`src/rtl/diffusion_rmw_ctrl_if.sv`:
```
// diffusion_rmw_ctrl_if: update handshake, clear control and BRAM port bundle for the diffusion RMW front end
interface diffusion_rmw_ctrl_if #(
  parameter int ADDR_WIDTH = 13,
  parameter int DATA_WIDTH = 32
);
  logic                  i_clear_start;
  logic                  o_clear_busy;
  logic                  i_upd_valid;
  logic                  o_upd_ready;
  logic [ADDR_WIDTH-1:0] i_upd_addr;
  logic [DATA_WIDTH-1:0] i_upd_delta;
  logic                  o_upd_done;
  logic                  o_sat;
  logic [ADDR_WIDTH-1:0] o_bram_addr;
  logic                  o_bram_write;
  logic [DATA_WIDTH-1:0] o_bram_data;
  logic [DATA_WIDTH-1:0] i_bram_data;
  modport slave (
    input  i_clear_start, i_upd_valid, i_upd_addr, i_upd_delta, i_bram_data,
    output o_clear_busy, o_upd_ready, o_upd_done, o_sat, o_bram_addr, o_bram_write, o_bram_data
  );
  modport master (
    output i_clear_start, i_upd_valid, i_upd_addr, i_upd_delta, i_bram_data,
    input  o_clear_busy, o_upd_ready, o_upd_done, o_sat, o_bram_addr, o_bram_write, o_bram_data
  );
endinterface

```
`src/rtl/diffusion_rmw_ctrl.sv`:
```
// diffusion_rmw_ctrl: saturating read-modify-write and clear sweep in front of a single-port BRAM
module diffusion_rmw_ctrl #(
  parameter int ADDR_WIDTH = 13,
  parameter int DATA_WIDTH = 32,
  parameter int DEPTH      = 8192
) (
  input  logic                 i_clk,
  input  logic                 i_rst,
  diffusion_rmw_ctrl_if.slave  bus
);
  typedef enum logic [2:0] {IDLE, RD, ADD, WR, CLR} state_t;
  localparam logic [ADDR_WIDTH:0] LAST = (ADDR_WIDTH+1)'(DEPTH - 1);
  state_t                state_q, state_d;
  logic [ADDR_WIDTH-1:0] addr_q, addr_d;
  logic [DATA_WIDTH-1:0] data_q, data_d;
  logic [DATA_WIDTH-1:0] delta_q, delta_d;
  logic [ADDR_WIDTH:0]   cnt_q, cnt_d;
  logic                  write_q, write_d;
  logic                  busy_q, busy_d;
  logic                  done_q, done_d;
  logic                  sat_q, sat_d;
  logic [DATA_WIDTH:0]   sum;
  logic                  ovf;
  logic [DATA_WIDTH-1:0] clamp;
  // one extra bit of headroom: overflow shows up as disagreement of the top two bits
  assign sum   = {bus.i_bram_data[DATA_WIDTH-1], bus.i_bram_data} + {delta_q[DATA_WIDTH-1], delta_q};
  assign ovf   = sum[DATA_WIDTH] ^ sum[DATA_WIDTH-1];
  assign clamp = sum[DATA_WIDTH] ? {1'b1, {(DATA_WIDTH-1){1'b0}}} : {1'b0, {(DATA_WIDTH-1){1'b1}}};
  assign bus.o_upd_ready  = (state_q == IDLE) && !bus.i_clear_start;
  assign bus.o_bram_addr  = addr_q;
  assign bus.o_bram_data  = data_q;
  assign bus.o_bram_write = write_q;
  assign bus.o_clear_busy = busy_q;
  assign bus.o_upd_done   = done_q;
  assign bus.o_sat        = sat_q;
  always_comb begin
    state_d = state_q;
    addr_d  = addr_q;
    data_d  = data_q;
    delta_d = delta_q;
    cnt_d   = cnt_q;
    write_d = 1'b0;
    busy_d  = 1'b0;
    done_d  = 1'b0;
    sat_d   = 1'b0;
    case (state_q)
      IDLE: begin
        if (bus.i_clear_start) begin
          state_d = CLR;
          cnt_d   = '0;
          addr_d  = '0;
          data_d  = '0;
          write_d = 1'b1;
          busy_d  = 1'b1;
        end else if (bus.i_upd_valid) begin
          state_d = RD;
          addr_d  = bus.i_upd_addr;
          delta_d = bus.i_upd_delta;
        end
      end
      RD: state_d = ADD;
      ADD: begin
        state_d = WR;
        data_d  = ovf ? clamp : sum[DATA_WIDTH-1:0];
        write_d = 1'b1;
        done_d  = 1'b1;
        sat_d   = ovf;
      end
      WR: state_d = IDLE;
      CLR: begin
        if (cnt_q == LAST) begin
          state_d = IDLE;
          cnt_d   = '0;
        end else begin
          cnt_d   = cnt_q + 1'b1;
          addr_d  = cnt_d[ADDR_WIDTH-1:0];
          write_d = 1'b1;
          busy_d  = 1'b1;
        end
      end
      default: state_d = IDLE;
    endcase
  end
  always_ff @(posedge i_clk or posedge i_rst) begin
    if (i_rst) begin
      state_q <= IDLE;
      addr_q  <= '0;
      data_q  <= '0;
      delta_q <= '0;
      cnt_q   <= '0;
      write_q <= 1'b0;
      busy_q  <= 1'b0;
      done_q  <= 1'b0;
      sat_q   <= 1'b0;
    end else begin
      state_q <= state_d;
      addr_q  <= addr_d;
      data_q  <= data_d;
      delta_q <= delta_d;
      cnt_q   <= cnt_d;
      write_q <= write_d;
      busy_q  <= busy_d;
      done_q  <= done_d;
      sat_q   <= sat_d;
    end
  end
endmodule

```
`src/flat_wrapper.sv`:
```
// flat-port wrapper written by rule: the top's interface ports become plain ports
module diffusion_rmw_ctrl_flat 
#(
  parameter int ADDR_WIDTH = 13,
  parameter int DATA_WIDTH = 32,
  parameter int DEPTH      = 8192
)
  (i_clk, i_rst, bus_i_clear_start, bus_i_upd_valid, bus_i_upd_addr, bus_i_upd_delta, bus_i_bram_data, bus_o_clear_busy, bus_o_upd_ready, bus_o_upd_done, bus_o_sat, bus_o_bram_addr, bus_o_bram_write, bus_o_bram_data);
  diffusion_rmw_ctrl_if #(.ADDR_WIDTH(ADDR_WIDTH), .DATA_WIDTH(DATA_WIDTH)) bus_i ();
  input  logic i_clk;
  input  logic i_rst;
  input wire logic [$bits(bus_i.i_clear_start)-1:0] bus_i_clear_start;
  input wire logic [$bits(bus_i.i_upd_valid)-1:0] bus_i_upd_valid;
  input wire logic [$bits(bus_i.i_upd_addr)-1:0] bus_i_upd_addr;
  input wire logic [$bits(bus_i.i_upd_delta)-1:0] bus_i_upd_delta;
  input wire logic [$bits(bus_i.i_bram_data)-1:0] bus_i_bram_data;
  output wire logic [$bits(bus_i.o_clear_busy)-1:0] bus_o_clear_busy;
  output wire logic [$bits(bus_i.o_upd_ready)-1:0] bus_o_upd_ready;
  output wire logic [$bits(bus_i.o_upd_done)-1:0] bus_o_upd_done;
  output wire logic [$bits(bus_i.o_sat)-1:0] bus_o_sat;
  output wire logic [$bits(bus_i.o_bram_addr)-1:0] bus_o_bram_addr;
  output wire logic [$bits(bus_i.o_bram_write)-1:0] bus_o_bram_write;
  output wire logic [$bits(bus_i.o_bram_data)-1:0] bus_o_bram_data;
  assign bus_i.i_clear_start = bus_i_clear_start;
  assign bus_i.i_upd_valid = bus_i_upd_valid;
  assign bus_i.i_upd_addr = bus_i_upd_addr;
  assign bus_i.i_upd_delta = bus_i_upd_delta;
  assign bus_i.i_bram_data = bus_i_bram_data;
  assign bus_o_clear_busy = bus_i.o_clear_busy;
  assign bus_o_upd_ready = bus_i.o_upd_ready;
  assign bus_o_upd_done = bus_i.o_upd_done;
  assign bus_o_sat = bus_i.o_sat;
  assign bus_o_bram_addr = bus_i.o_bram_addr;
  assign bus_o_bram_write = bus_i.o_bram_write;
  assign bus_o_bram_data = bus_i.o_bram_data;
  diffusion_rmw_ctrl #(.ADDR_WIDTH(ADDR_WIDTH), .DATA_WIDTH(DATA_WIDTH), .DEPTH(DEPTH)) u_core (.i_clk(i_clk), .i_rst(i_rst), .bus(bus_i));
endmodule
```
`config.mk`:
```
export PLATFORM = sky130hd
export DESIGN_NAME = diffusion_rmw_ctrl_flat
export DESIGN_NICKNAME = d
export VERILOG_FILES = /design/src/rtl/diffusion_rmw_ctrl_if.sv /design/src/rtl/diffusion_rmw_ctrl.sv /design/src/flat_wrapper.sv
export SDC_FILE = /design/constraint.sdc
export NUM_CORES = 1
export LEC_CHECK = 0
export CAP_MARGIN = 20
export CORE_ASPECT_RATIO = 1.5
export CORE_UTILIZATION = 52
export DETAILED_ROUTE_END_ITERATION = 10
export PLACE_DENSITY = 0.87
export SLEW_MARGIN = 25
export SYNTH_ARGS = -nofsm -noshare
export SYNTH_HDL_FRONTEND = slang
export SYNTH_SLANG_ARGS = --single-unit
```
`constraint.sdc`:
```
create_clock -name i_clk -period 4.62 [get_ports i_clk]
set_input_delay 0.924 -clock i_clk [delete_from_list [all_inputs] [get_ports i_clk]]
set_output_delay 0.924 -clock i_clk [all_outputs]
set_load 0.05 [all_outputs]
```
==> results.yml <==
outcome:
  status: "completed"
global_route:
  grt_pass1_wl_um: 25700
  grt-ovfl-total: 0
  grt_pass1_vias: 5470
  grt_max_degree: 72
  globalRouteTotalUtil_pct: 28.2
  antenna_found_initial: 0
die:
  core_area_sq_mm: 0.0111
  initial_core_util_pct: 53.6
  fp.dieH_um: 133
  pin_count: 131
  die_w_um: 89.4
  die-area_sq_mm: 0.0119
  row_count: 47
sta:
  slew-limit-headroom_pct: 43.3
  fin_skew_ns: 0.0114
  fin_hold_ws_ns: 0.487
  fin_setup_tns_ns: 0
  fin_crit_sh_pct: 82.0
  timing.fmax_mhz: 264
  period_needed_ns: 3.79
  grt_setup_unrepaired: "no"
  timing_max_transition_violations_final: 0
  setup_viol: 0
  worst_pin_slew_ns: 0.849
  finalHoldViolations: 0
  fin_ws_ns: 0.833
finish:
  regArea_sq_mm: 0.00245
  num_antenna_cells: 0
  drive_gt1_share_pct: 10.2
  final_common_cell: "clkdlybuf4s50_1"
  n_fill_cell: 835
  final_cell_mix: "clkdlybuf4s50_1 (130), dfrtp_1 (98), a21oi_1 (76)"
  multi_input_area_sq_mm: 0.00331
  nNetsFinal: 874
  areaGrowthSynthToFinish_pct: 29.1
  post-route-cell-area_sq_mm: 0.00769
  post-route-util_pct: 69.2
detailed_routing:
  via_count: 5368
  wl_met3_um: 880
  routed.top_layer: "met4"
  routed-wl-met2_um: 8330
  viasPerCell: 5.89
  route.detailed.drc: 0
  wl_per_cell_um: 17.2
  drt-initial-drc-count: 407
  drt_wl_total_um: 15700
  wl_met1_um: 6030
  final_antenna_net_count: 0
  drtPass1Iterations: 4
placed_design:
  dpl.hpwl_um: 11900
  io_buffers: 130
  place_area_sq_mm: 0.00739
  pre_cts_ws_ns: 0.498
  gp_congestion: 0.901
synth:
  synth_fp_nets: 752
  synthSimpleGateAreaFrac_pct: 13.0
  synth_top_flop_cell: "dfrtp_1"
  synth_mux_area_share_pct: 6.05
  synth.distinct_cells: 59
  ys_seq_area_share_pct: 41.2
  synth_compound_area_share_pct: 23.4
  ys_ff_latch: 98
  synth_top_family_by_area: "compound AO/OA/AOI/OAI gates"
  synthAdderAreaFrac_pct: 7.27
  netlist_instances: 637
  syn_area_per_cell_sq_um: 9.35
  syn-cell-area_sq_mm: 0.00596
  ys.warnings.count: 0
  synth-xor-area-share_pct: 5.73
  async_flop_share_pct: 100
  synth-edff-count: 0
worst_setup_path:
  start_kind: "primary input"
  rr_worst_depth: 11
  crit_path_end_kind: "flip-flop"
  worstSetupPathType: "primary input to flip-flop"
  cp.arrival_ns: 4.03
  critPathMaxFanout: 17
  rrSetupSlack_ns: 1.43
  cp_data_required_time_ns: 4.86
flow_run:
  drv_cap: 0
hold_path:
  whs_path_depth: 2
  hp-class: "flip-flop to flip-flop"
clock_tree:
  cts.repair.resized: 0
  clk_path_buf_depth: 2
  holdBufCountCts: 0
  htree_levels: 3
  clk_latency_ns: 0.36
  cts_setup_buffers: 0
  cts_tree: "done"
  cts_made_buffers: 9
  clock-sinks: 98
  root_buffer: "clkbuf_16"
  path_clk_slew_ns: 0.07
power_and_ir_drop:
  peakVddDrop_uv: 308
  power.density_mw_per_mm2: 637
  leakagePower_nw: 3.38
## cell type report
cell class	count	share of cell area (%)
flip-flops and latches	98	31.9
clock buffers	9	2.93
inverters	13	0.667
well taps	147	2.39
multi-input cells	496	43.1
clock inverters	7	1.06
repair buffers	141	18.0
## synthesized netlist by cell type (4+ instances only)
cell	instances	area (sq um)
ha_1	33	413
a31oi_1	10	62.6
inv_1	12	45.0
o21ai_0	30	150
dfrtp_1	98	2450
nor3_1	6	30.0
mux2_2	32	360
nand2_1	73	274
a22oi_1	4	30.0
nand3_1	12	60.1
a21oi_1	76	380
o31ai_1	8	60.1
o21bai_1	5	37.5
and3_1	6	37.5
o211ai_1	8	60.1
o21ai_1	33	165
a21o_1	14	105
nor2_1	41	154
and2_1	4	25.0
buf_6	4	45.0
xnor2_1	19	166
a211oi_1	5	37.5
nand4_1	10	62.6
buf_2	7	35.0
clkbuf_1	15	56.3
xor2_1	20	175
## registers in the layout, indices dropped and copies added (netlist names)
register	cells
u_core.bus.o_bram_data	32
u_core.bus.o_clear_busy	1
u_core.cnt_q	14
u_core.bus.o_bram_write	1
u_core.delta_q	32
u_core.bus.o_upd_done	1
u_core.bus.o_sat	1
u_core.state_q	3
u_core.bus.o_bram_addr	13
## routing by layer
layer	GRT usage, %	up-vias
li1	-	2566
met1	32.8	2558
met2	49.9	204
met3	5.49	40
met4	10.8	0
met5	0	-
## worst max-delay path, cell delays in order
cell and delay, ns:
clkdlybuf4s50_1 0.41, ha_1 0.24, fa_1 0.44, a211oi_2 0.27, o21ai_2 0.14, o211ai_1 0.26, and3_1 0.34, nor4_4 0.10
or3b_1 0.37, buf_4 0.22, a211oi_1 0.23, o21ai_1 0.08
## kinds of logic after synthesis
group | count (synthesis)
flip-flops | 98
AO/OA/AOI/OAI | 223
buffers and inverters | 43
adder cells (fa/ha/maj) | 34
AND/OR/NAND/NOR | 168
multiplexers | 32
XOR/XNOR | 39
## power breakdown
part | internal, mW | switching [mW] | leakage [nW] | total, mW
sequential | 1.13 | 0.203 | 1.27 | 1.33
clock | 0.387 | 0.371 | 0.150 | 0.758
combinational | 1.13 | 1.68 | 1.97 | 2.81
total | 2.65 | 2.25 | 3.38 | 4.90
## metrics by stage
step                      instances  total power, mW
after floorplan                 637             3.40
after global placement          895             4.02
after detailed placement        895             4.11
after CTS                       911             4.89
after global routing            911             5.23
final                           911             4.90
## worst paths after layout
check,end,from
worst max-delay path,u_core.bus.o_bram_data[22]$_DFFE_PP0P_,bus_i_bram_data[0]
worst min-delay path,u_core.bus.o_bram_data[28]$_DFFE_PP0P_,u_core.bus.o_bram_data[28]$_DFFE_PP0P_
worst max register to register,u_core.bus.o_bram_data[22]$_DFFE_PP0P_,u_core.delta_q[0]$_DFFE_PP0P_
worst min register to register,u_core.bus.o_bram_data[28]$_DFFE_PP0P_,u_core.bus.o_bram_data[28]$_DFFE_PP0P_
max in group asynchronous,u_core.bus.o_bram_data[31]$_DFFE_PP0P_,i_rst
min in group asynchronous,u_core.bus.o_bram_data[15]$_DFFE_PP0P_,i_rst
Note: power is estimated with default switching activity, not from simulation.
